$ cat src/rtl/vram_dma.sv
// Byte-wide copy engine from a source memory into GPU VRAM, writing only during vblank.
// Optional constant-fill mode is compiled in with the VRAM_DMA_FILL_EN macro.
`ifndef VRAM_ADDR_WIDTH
`define VRAM_ADDR_WIDTH 13
`endif

module vram_dma #(
  parameter int unsigned ADDR_W = `VRAM_ADDR_WIDTH,
  parameter int unsigned SRC_W  = 16,
  parameter int unsigned LEN_W  = ADDR_W + 1
) (
  input  logic              clk_12_5875,
  input  logic              rst,
  input  logic              start,
  input  logic [SRC_W-1:0]  src_base,
  input  logic [ADDR_W-1:0] dst_base,
  input  logic [LEN_W-1:0]  length,
  input  logic              vblank,
`ifdef VRAM_DMA_FILL_EN
  input  logic              fill,
  input  logic [7:0]        fill_value,
`endif
  output logic [SRC_W-1:0]  src_addr,
  input  logic [7:0]        src_data,
  output logic [7:0]        data,
  output logic [ADDR_W-1:0] address,
  output logic              cs,
  output logic              busy,
  output logic              done
);

  typedef enum logic [1:0] {IDLE, RUN, DRAIN, FINISH} state_t;

  state_t state, state_nxt;

  logic [SRC_W-1:0]  src_q;
  logic [ADDR_W-1:0] dst_q;
  logic [LEN_W-1:0]  len_q;
  logic [LEN_W-1:0]  issued;
  logic [LEN_W-1:0]  written;
  logic              rd_valid;
  logic              pend_valid;
  logic [7:0]        pend_data;
  logic [7:0]        data_q;
  logic [ADDR_W-1:0] addr_q;

  logic              accept;
  logic              issue;
  logic              wr;
  logic              pend_load;
  logic [7:0]        wr_data;
  logic [ADDR_W-1:0] wr_addr;

  logic              fill_mode;
  logic [7:0]        fill_byte;

`ifdef VRAM_DMA_FILL_EN
  logic              fill_q;
  logic [7:0]        fill_val_q;

  // Fill settings are captured with the rest of the transfer parameters
  always_ff @(posedge clk_12_5875 or posedge rst) begin
    if (rst) begin
      fill_q     <= 1'b0;
      fill_val_q <= 8'h00;
    end else if (accept) begin
      fill_q     <= fill;
      fill_val_q <= fill_value;
    end
  end

  assign fill_mode = fill_q;
  assign fill_byte = fill_val_q;
`else
  assign fill_mode = 1'b0;
  assign fill_byte = 8'h00;
`endif

  // State register
  always_ff @(posedge clk_12_5875 or posedge rst) begin
    if (rst) state <= IDLE;
    else     state <= state_nxt;
  end

  // Next state, read issue and write decisions for the current cycle
  always_comb begin
    state_nxt = state;
    accept    = 1'b0;
    issue     = 1'b0;
    wr        = 1'b0;
    pend_load = 1'b0;
    wr_data   = pend_data;
    unique case (state)
      IDLE: begin
        if (start) begin
          if (length != '0) begin
            accept    = 1'b1;
            state_nxt = RUN;
          end else begin
            state_nxt = FINISH;
          end
        end
      end
      RUN, DRAIN: begin
        if (fill_mode) begin
          wr      = (state == RUN) && vblank && (written < len_q);
          wr_data = fill_byte;
        end else begin
          issue = (state == RUN) && vblank && !pend_valid && (issued < len_q);
          // A returning byte that cannot be written now parks in the pending slot
          if (pend_valid) begin
            wr      = vblank;
            wr_data = pend_data;
          end else if (rd_valid) begin
            wr        = vblank;
            wr_data   = src_data;
            pend_load = !vblank;
          end
        end
        if (wr && (written == len_q - LEN_W'(1)))
          state_nxt = FINISH;
        else if (issue && (issued == len_q - LEN_W'(1)))
          state_nxt = DRAIN;
      end
      FINISH:  state_nxt = IDLE;
      default: state_nxt = IDLE;
    endcase
  end

  assign wr_addr  = dst_q + ADDR_W'(written);
  assign src_addr = fill_mode ? '0 : src_q + SRC_W'(issued);
  assign cs       = wr;
  assign data     = wr ? wr_data : data_q;
  assign address  = wr ? wr_addr : addr_q;

  // Datapath: transfer parameters, counters, pending byte and held write port
  always_ff @(posedge clk_12_5875 or posedge rst) begin
    if (rst) begin
      src_q      <= '0;
      dst_q      <= '0;
      len_q      <= '0;
      issued     <= '0;
      written    <= '0;
      rd_valid   <= 1'b0;
      pend_valid <= 1'b0;
      pend_data  <= 8'h00;
      data_q     <= 8'h00;
      addr_q     <= '0;
      busy       <= 1'b0;
      done       <= 1'b0;
    end else begin
      busy     <= (state_nxt != IDLE);
      done     <= (state_nxt == FINISH);
      rd_valid <= issue;
      if (accept) begin
        src_q   <= src_base;
        dst_q   <= dst_base;
        len_q   <= length;
        issued  <= '0;
        written <= '0;
      end
      if (issue) issued <= issued + LEN_W'(1);
      if (wr) begin
        written <= written + LEN_W'(1);
        data_q  <= wr_data;
        addr_q  <= wr_addr;
      end
      if (pend_load) begin
        pend_valid <= 1'b1;
        pend_data  <= src_data;
      end else if (pend_valid && wr) begin
        pend_valid <= 1'b0;
      end
    end
  end

endmodule
$ cat config.mk
export PLATFORM = sky130hd
export DESIGN_NAME = vram_dma
export DESIGN_NICKNAME = d
export VERILOG_FILES = /design/src/rtl/vram_dma.sv
export SDC_FILE = /design/constraint.sdc
export NUM_CORES = 1
export LEC_CHECK = 0
export ABC_CLOCK_PERIOD_IN_PS = 10700
export CORE_MARGIN = 2
export CORE_UTILIZATION = 50
export DETAILED_ROUTE_END_ITERATION = 6
export DONT_BUFFER_PORTS = 1
export SETUP_SLACK_MARGIN = 0.2
export SLEW_MARGIN = 20
export SYNTH_ARGS = -nofsm -noshare
export SYNTH_HDL_FRONTEND = slang
export SYNTH_SLANG_ARGS = --single-unit
$ cat constraint.sdc
create_clock -name clk_12_5875 -period 10.7 [get_ports clk_12_5875]
set_input_delay 2.14 -clock clk_12_5875 [delete_from_list [all_inputs] [get_ports clk_12_5875]]
set_output_delay 2.14 -clock clk_12_5875 [all_outputs]
set_load 0.03 [all_outputs]
==> results of run 1 <==
-- worst min-delay path by stage --
stage,startpoint,slack [ps],to
4_1_cts,src_q[3],490,src_q[3]
3_5_place_dp,src_q[3],470,src_q[3]
5_1_grt,dst_q[4],510,dst_q[4]
6_report,dst_q[11],490,dst_q[11]
3_3_place_gp,src_q[4],470,src_q[4]
2_1_floorplan,dst_q[0],450,dst_q[0]
-- synthesized netlist by cell type (all sizes together), types with 3 or more instances --
master    n
nand2b    6
o211ai    8
a21o      5
nand4     6
inv      33
o21a      5
or2       4
and3     19
or3       3
mux2      9
ha       45
o31ai     8
buf       5
or4       5
dfrtp   106
mux2i     8
a211o     3
nor2     41
nor2b     5
a21boi    3
o41ai     3
a31oi     4
nand3    20
nand2   151
nand3b    3
xor2     19
xnor2    36
clkbuf   22
a21oi    26
nor4     12
o21ai    75
nor3     12
-- per-stage QoR --
step	hold slack [ps]	instance area (µm²)	cells
finish	486	7050	915
detailed placement	471	6760	899
global placement	467	6760	899
floorplan	452	6620	744
global route	513	7050	915
CTS	490	7050	915
-- power by group --
part,switching (mW),internal [mW]
Clock,0.161,0.169
Sequential,0.0374,0.454
Combinational,0.201,0.0880
-- routing by layer --
metal  part of all wire (%)  up-vias
li1                       -     2584
met1                     43     2502
met2                     50      111
met3                    5.1       31
met4                    2.2        0
met5                      0        -
-- cell families after synthesis --
family	after synthesis	share of synthesized area [%]
and+or+nand+nor	296	21.5
AOI/OAI and AO/OA	160	14.7
DFF	106	40.1
buffers and inverters	61	3.84
xor gates and xnor gates	57	7.96
adders and majority gates	47	9.12
muxes	17	2.74
-- flip-flops by register name, summed over array words and instances, names as in the netlist --
name and cells:
data_q 8, rd_valid 1, busy 1, state 2
dst_q 13, done 1, issued 14, written 14
addr_q 13, pend_data 8, src_q 16, len_q 14
pend_valid 1
-- worst max-delay path: stages, from the launching register on --
cell	delay, ps
dfrtp_1	440
ha_1	230
inv_1	70
fa_1	210
nor2b_1	50
o21ai_0	200
a21boi_0	200
or4_1	480
a31o_2	240
o41ai_1	340
xnor2_1	140
o21ai_0	790
-- final cells by class --
type	count	area [µm²]
clock buffers	11	243
flip-flops and latches	106	2650
clock inverters	5	47.5
multi-input cells	577	3710
inverters	34	130
repair buffers	6	45.0
fillers	1196	6040
well taps	176	220
==> results.json, run 1 <==
{
  "gr-usage-met2_pct": 41.1,
  "yosys.area.top_type": "dfrtp_1",
  "portBuffers": 0,
  "met3_usage_pct": 6.08,
  "p_leak_nw": 3.35,
  "rsz0062_at_grt": "no",
  "drc_errors": 0,
  "row_count": 42,
  "cp-end-kind": "primary output",
  "cts_tree": "yes",
  "drt_iter0_markers": 279,
  "clkLatencyLatePin_ps": 370,
  "die-area_um2": 14200,
  "yosysWarnings": 0,
  "required_ps": 8560,
  "die_w_um": 119,
  "io_pins": 95,
  "initial_core_util_pct": 50.6,
  "drt_first_pass_iters": 4,
  "synth_area_leaders": "dfrtp_1, nand2_1, ha_1, o21ai_0, xnor2_1",
  "grt_max_degree": 64,
  "syn_inst": 744,
  "avgSynthCellArea_um2": 8.89,
  "num_vias": 5228,
  "area_growth_pct": 6.54,
  "drive_gt1_share_pct": 6.77,
  "setup_tns_ps": 0,
  "cp.arrival_ps": 3770,
  "clock-skew-final_ps": 12.0,
  "period_minus_slack_ps": 5910,
  "hold_violations": 0,
  "viasPerCell": 5.71,
  "wl_per_cell_um": 17.4,
  "crit_type": "flop to primary output",
  "critPathMaxFanout": 6,
  "synth.distinct_cells": 63,
  "peakVddDrop_v": 0.000141,
  "met1_usage_pct": 29.5,
  "cts_max_level": 3,
  "max_freq_ghz": 0.169,
  "grt_usage_pct": 24.1,
  "drv_slew": 0,
  "grt_pass1_vias": 5462,
  "final_util_pct": 53.9,
  "yosysTopAreaCellShare_pct": 40.1,
  "min_path_type": "flop to flop",
  "synth.ff_latch_count": 106,
  "cts_buffers": 9,
  "clkTransAtPathRegs_ps": 70,
  "cap_violations": 0,
  "synthArstFlopShare_pct": 100,
  "grt_busiest_layer": "met2",
  "min_period_over_period_pct": 55.2,
  "p_per_area_nw_per_um2": 157,
  "antenna_found_initial": 0,
  "setup_slack_ps": 4790,
  "min_delay_path_depth": 2,
  "finalSetupViolCount": 0,
  "status": "finished clean",
  "r2r_slack_ps": 7100,
  "synth_flop_cell": "dfrtp_1",
  "timing.rr.start": "written[0]",
  "synthesis.area_um2": 6620,
  "rr_worst_depth": 11,
  "nets": 836,
  "cts_setup_buffers": 0,
  "gp_congestion": 0.882,
  "cts-hold-fix-buffers": 0,
  "synth_edf_count": 0,
  "total_power_mw": 1.11,
  "max_slew_margin_pct": 29.0,
  "synth_nets": 846,
  "pre_cts_slack_ps": 4900,
  "n_antenna_cell": 0,
  "wl_um": 16000,
  "dieHeight_um": 119,
  "fp.coreArea_um2": 13100,
  "grt_first_pass_wirelength_um": 27100,
  "cts.path.max_buffers": 2,
  "seq_area_frac_synth_pct": 40.1,
  "cts_root_buffer": "clkbuf_16",
  "cts_resized": 0,
  "hpwl_um": 11700,
  "cp-endpoint": "address[12]",
  "r2r_end": "addr_q[12]",
  "gr-total-overflow": 0,
  "tightest_slew_ps": 1060,
  "antenna_left": 0,
  "cts_sinks": 106,
  "final_common_cell": "nand2_1",
  "cp-start-kind": "flop",
  "final_cell_mix": "nand2_1, dfrtp_1, o21ai_0, ha_1, nor2_1",
  "startpoint": "written[0]"
}
No activity file was read; power rests on OpenSTA's default activity.
==> inputs of run 2 (changes only) <==
Settings changed: ABC_CLOCK_PERIOD_IN_PS 10700 to 6200.
Clock period 10.7 ns to 6.2 ns, I/O delays scaled along.
==> results.json, run 2 (synthesized netlist as in run 1, its figures left out) <==
{
  "status": "finished clean",
  "comb_power_share_pct": 25.7,
  "drt_iter0_markers": 282,
  "cap_violations": 0,
  "cpPeakStageDelay_ps": 780,
  "clkTransAtPathRegs_ps": 80,
  "intPower_mw": 1.26,
  "p_per_area_nw_per_um2": 276,
  "n_fill_cell": 1215,
  "min_path_type": "flop to flop",
  "hpwl_um": 11800,
  "top_register": "src_q",
  "gr-total-overflow": 0,
  "final_cell_mix": "nand2_1, dfrtp_1, o21ai_0, ha_1, nor2_1",
  "r2r_end": "addr_q[12]",
  "required_ps": 4960,
  "setup_slack_ps": 1260,
  "cp_cell_sequence": "ha_1, inv_1, fa_1, nor2b_1, o21ai_0, a21boi_0, or4_1, a31o_2, o41ai_1, xnor2_1, o21ai_0",
  "crit_family": "compound AO/OA/AOI/OAI gates",
  "rsz0062_at_grt": "no",
  "die_w_um": 119,
  "dieHeight_um": 119,
  "period_minus_slack_ps": 4940,
  "pwr-share-seq_pct": 43.5,
  "cp.arrival_ps": 3700,
  "cts_max_level": 3,
  "die-area_um2": 14200,
  "drive_gt1_share_pct": 6.77,
  "final_util_pct": 54.0,
  "multi_input_area_um2": 3710,
  "wl_per_cell_um": 17.6,
  "grt_max_degree": 63,
  "largest_reg_flops": 16,
  "io_pins": 95,
  "cts_root_buffer": "clkbuf_16",
  "tightest_slew_ps": 1080,
  "cp.buffers_inverters": 1,
  "cts_tree": "yes",
  "cp-end-kind": "primary output",
  "r2r_slack_ps": 2660,
  "num_vias": 5294,
  "row_count": 42,
  "n_antenna_cell": 0,
  "dp_cells": 899,
  "finalSetupViolCount": 0,
  "drt_first_pass_iters": 7,
  "cts_buffers": 9,
  "critPathMaxFanout": 6,
  "setup_tns_ps": 0,
  "seqCellArea_um2": 2650,
  "clock-skew-final_ps": 11.6,
  "cts-hold-fix-buffers": 0,
  "max_slew_margin_pct": 27.5,
  "cp-start-kind": "flop",
  "final_common_cell": "nand2_1",
  "cts_resized": 0,
  "grt_first_pass_wirelength_um": 27500,
  "cts_setup_buffers": 0,
  "p_leak_nw": 3.36,
  "peakVddDrop_v": 0.000307,
  "rr_worst_depth": 11,
  "initial_core_util_pct": 50.6,
  "drv_slew": 0,
  "crit_path_frequent_cell": "o21ai_0",
  "wl_um": 16100,
  "cp-endpoint": "address[12]",
  "pre_cts_slack_ps": 1640,
  "path_depth": 11,
  "fp.coreArea_um2": 13100,
  "cts.path.max_buffers": 2,
  "swShare_pct": 35.6,
  "hold_violations": 0,
  "max_freq_ghz": 0.202,
  "gp_congestion": 0.870,
  "whs_ps": 486,
  "nets": 836,
  "viasPerCell": 5.79,
  "grt_pass1_vias": 5528,
  "grt_usage_pct": 24.3,
  "crit_path_top_delay_cell": "o21ai_0",
  "area_growth_pct": 6.86,
  "startpoint": "written[0]",
  "layout.cells.non_filler": 915,
  "p_sw_mw": 0.694,
  "min_period_over_period_pct": 79.7,
  "antenna_left": 0,
  "cts_sinks": 106,
  "portBuffers": 0,
  "clkPwrFrac_pct": 30.8,
  "drc_errors": 0,
  "antenna_found_initial": 0,
  "crit_type": "flop to primary output",
  "clkLatencyLatePin_ps": 360,
  "timing.rr.start": "written[0]"
}
==> run 2: cell count changes in the layout (fill, tap and decap cells not counted) <==
cell | previous run | this run
clkbuf_8 | 1 | 0
bufinv_16 | 0 | 1
inv_6 | 0 | 2
clkinv_8 | 0 | 1
inv_8 | 2 | 1
clkinv_4 | 2 | 0
==> run 2: power groups by stage <==
stage               combinational (mW)  clock [mW]  sequential (mW)
floorplan                        0.431           0            0.841
global placement                 0.495           0            0.855
detailed placement               0.508           0            0.862
CTS                              0.509       0.622            0.849
global route                     0.565       0.642            0.861
finish                           0.501       0.602            0.848
==> run 2: worst min-delay path by stage <==
| stage | cells past startpoint | start | end | slack (ps) |
|---|---|---|---|---|
| after CTS | 2 | src_q[3] | src_q[3] | 490 |
| after floorplan | 2 | dst_q[0] | dst_q[0] | 450 |
| after detailed placement | 2 | src_q[3] | src_q[3] | 470 |
| after global routing | 2 | src_q[10] | src_q[10] | 510 |
| final | 2 | src_q[3] | src_q[3] | 490 |
| after global placement | 2 | src_q[4] | src_q[4] | 470 |
==> run 2: cell type report <==
type | count | area share (%)
repair buffers | 6 | 0.637
flip-flops and latches | 106 | 37.5
clock buffers | 10 | 3.24
multi-input cells | 577 | 52.5
well taps | 176 | 3.11
inverters | 34 | 1.84
clock inverters | 6 | 1.17
==> run 2: layer usage <==
metal  vias to the layer above  share of wire [%]  GRT usage, %
li1                       2578                  -             -
met2                       139                 49          41.7
met4                         0                1.5          6.32
met5                         -                  0             0
met1                      2559                 44          30.3
met3                        18                5.5          6.70
==> run 2: metrics by stage <==
step                      cell area, µm²  total power, mW
final                               7070             1.95
after global placement              6760             1.35
after floorplan                     6620             1.27
after CTS                           7070             1.98
after detailed placement            6760             1.37
after global routing                7070             2.07
==> run 2: worst register-to-register path, stage by stage (launching register included) <==
cell and delay [ps]:
dfrtp_1 450, ha_1 230, inv_1 80, fa_1 210, nor2b_1 50, o21ai_0 220
a21boi_0 180, or4_1 460, a31o_2 230, o41ai_1 330, xnor2_1 120, o21ai_0 780
==> inputs of run 3 (changes only) <==
Settings changed: ABC_CLOCK_PERIOD_IN_PS 6200 to 4000, PLACE_DENSITY set to 0.68.
Clock period 6.2 ns to 4 ns, I/O delays scaled along.
==> results.json, run 3 (synthesized netlist as in run 1, its figures left out) <==
{
  "status": "finished clean",
  "cts_max_level": 3,
  "grt_pass1_vias": 5380,
  "hold_violations": 0,
  "die_w_um": 119,
  "antenna_found_initial": 0,
  "row_count": 42,
  "rsz0062_at_grt": "yes",
  "max_slew_margin_pct": 26.8,
  "viasPerCell": 5.71,
  "portBuffers": 0,
  "drc_errors": 0,
  "die-area_um2": 14200,
  "finalSetupViolCount": 0,
  "top_register": "src_q",
  "drive_gt1_share_pct": 10.7,
  "cp-end-kind": "primary output",
  "peakVddDrop_v": 0.000399,
  "critPathMaxFanout": 3,
  "cap_violations": 0,
  "num_vias": 5342,
  "dieHeight_um": 119,
  "cp.arrival_ps": 2900,
  "cpPeakStageDelay_ps": 440,
  "io_pins": 95,
  "crit_path_top_delay_cell": "or4_4",
  "nets": 856,
  "cts_root_buffer": "clkbuf_16",
  "required_ps": 3200,
  "wl_per_cell_um": 17.2,
  "cts_sinks": 106,
  "period_minus_slack_ps": 3700,
  "drv_slew": 0,
  "min_path_type": "input port to async pin",
  "largest_reg_flops": 16,
  "tightest_slew_ps": 1090,
  "cts-hold-fix-buffers": 0,
  "grt_max_degree": 67,
  "cts_buffers": 9,
  "grt_first_pass_wirelength_um": 26800,
  "p_leak_nw": 3.48,
  "hpwl_um": 11800,
  "clkTransAtPathRegs_ps": 70,
  "gr-total-overflow": 0,
  "area_growth_pct": 9.87,
  "antenna_left": 0,
  "clkLatencyLatePin_ps": 360,
  "cts.path.max_buffers": 2,
  "clock-skew-final_ps": 9.17,
  "total_power_mw": 3.07,
  "setup_tns_ps": 0,
  "cp-start-kind": "flop",
  "startpoint": "written[0]",
  "drt_first_pass_iters": 4,
  "p_per_area_nw_per_um2": 423,
  "cp_cell_sequence": "ha_1, inv_1, fa_1, nor2b_1, o21ai_2, a21boi_1, or4_4, a31o_2, o41ai_4, xnor2_1, o21ai_1, buf_4",
  "final_cell_mix": "nand2_1, dfrtp_1, o21ai_0, ha_1, nor2_1",
  "fp.coreArea_um2": 13100,
  "grt_usage_pct": 23.7,
  "drt_iter0_markers": 218,
  "crit_type": "flop to primary output",
  "final_common_cell": "nand2_1",
  "wl_um": 16100,
  "min_period_over_period_pct": 92.5,
  "initial_core_util_pct": 50.6,
  "cts_tree": "yes",
  "timing.rr.start": "len_q[5]",
  "max_freq_ghz": 0.270,
  "gp_congestion": 0.906,
  "n_fill_cell": 1159
}
run 3: cell types whose count changed in the layout (fill, tap and decap cells not counted), moves of 2 or more:
cell      change
buf_4        +20
o21ai_1       +6
clkbuf_8      +2
o21ai_2       +2
a21boi_0      -2
a21boi_1      +2
dfrtp_2       +5
o21ai_0       -8
dfrtp_1       -5
run 3: metal layers:
metal / global-route usage [%] / share of wire, % / vias to the layer above
met5: 0 / 0 / -
met4: 6.70 / 1.3 / 0
met3: 6.32 / 5.4 / 17
met2: 42.4 / 51 / 112
met1: 28.0 / 42 / 2594
li1: - / - / 2619
run 3: power by group:
part	leakage (nW)	total, mW	switching (mW)	internal, mW
Clock	0.154	0.933	0.408	0.526
Combinational	2.00	0.829	0.560	0.269
Sequential	1.32	1.31	0.0955	1.22
Total	3.48	3.07	1.06	2.01
run 3: final timing paths:
| path | slack, ps | end | cells past startpoint |
|---|---|---|---|
| max in group asynchronous | 2650 | issued[1] | 2 |
| setup reg to reg | 890 | issued[7] | 10 |
| setup / recovery | 300 | address[12] | 12 |
| hold / removal | 470 | src_q[15] | 1 |
| hold reg to reg | 490 | src_q[3] | 2 |
| min in group clk_12_5875 | 490 | src_q[3] | 2 |
run 3: area by class of cell:
| type | count | area [µm²] | area share (%) |
|---|---|---|---|
| inverter | 34 | 130 | 1.79 |
| clock inverter | 4 | 56.3 | 0.775 |
| multi-input combinational | 577 | 3750 | 51.6 |
| tap | 176 | 220 | 3.03 |
| timing repair buffer | 26 | 195 | 2.69 |
| antenna | 1 | 2.50 | 0.0344 |
| sequential | 106 | 2660 | 36.6 |
| clock buffer | 12 | 256 | 3.53 |
run 3: through the flow:
stage / area, µm² / cells / hold WS [ps] / utilization [%] / worst slack [ps]
after global placement: 6870 / 914 / 464 / 52.5 / 234
after floorplan: 6620 / 744 / 452 / - / 223
final: 7270 / 936 / 470 / 55.6 / 299
after CTS: 7230 / 932 / 489 / 55.3 / 204
after global routing: 7270 / 935 / 512 / 55.5 / 78.9
after detailed placement: 6870 / 914 / 471 / 52.5 / 99.9
run 3: worst max-delay path, delay by kind of cell, from the launching register on:
kind	cells	cell delay, ps
buffers and inverters	2	240
adders and majority gates	2	400
DFF	1	410
AOI/OAI and AO/OA	5	830
xor gates and xnor gates	1	160
and+or+nand+nor	2	510
run 3: timing repair:
action,CTS,global route
endpoints found under the setup margin,4,10
cloned,0,0
setup buffers,2,3
gates resized for setup,10,12
pin swaps,2,4
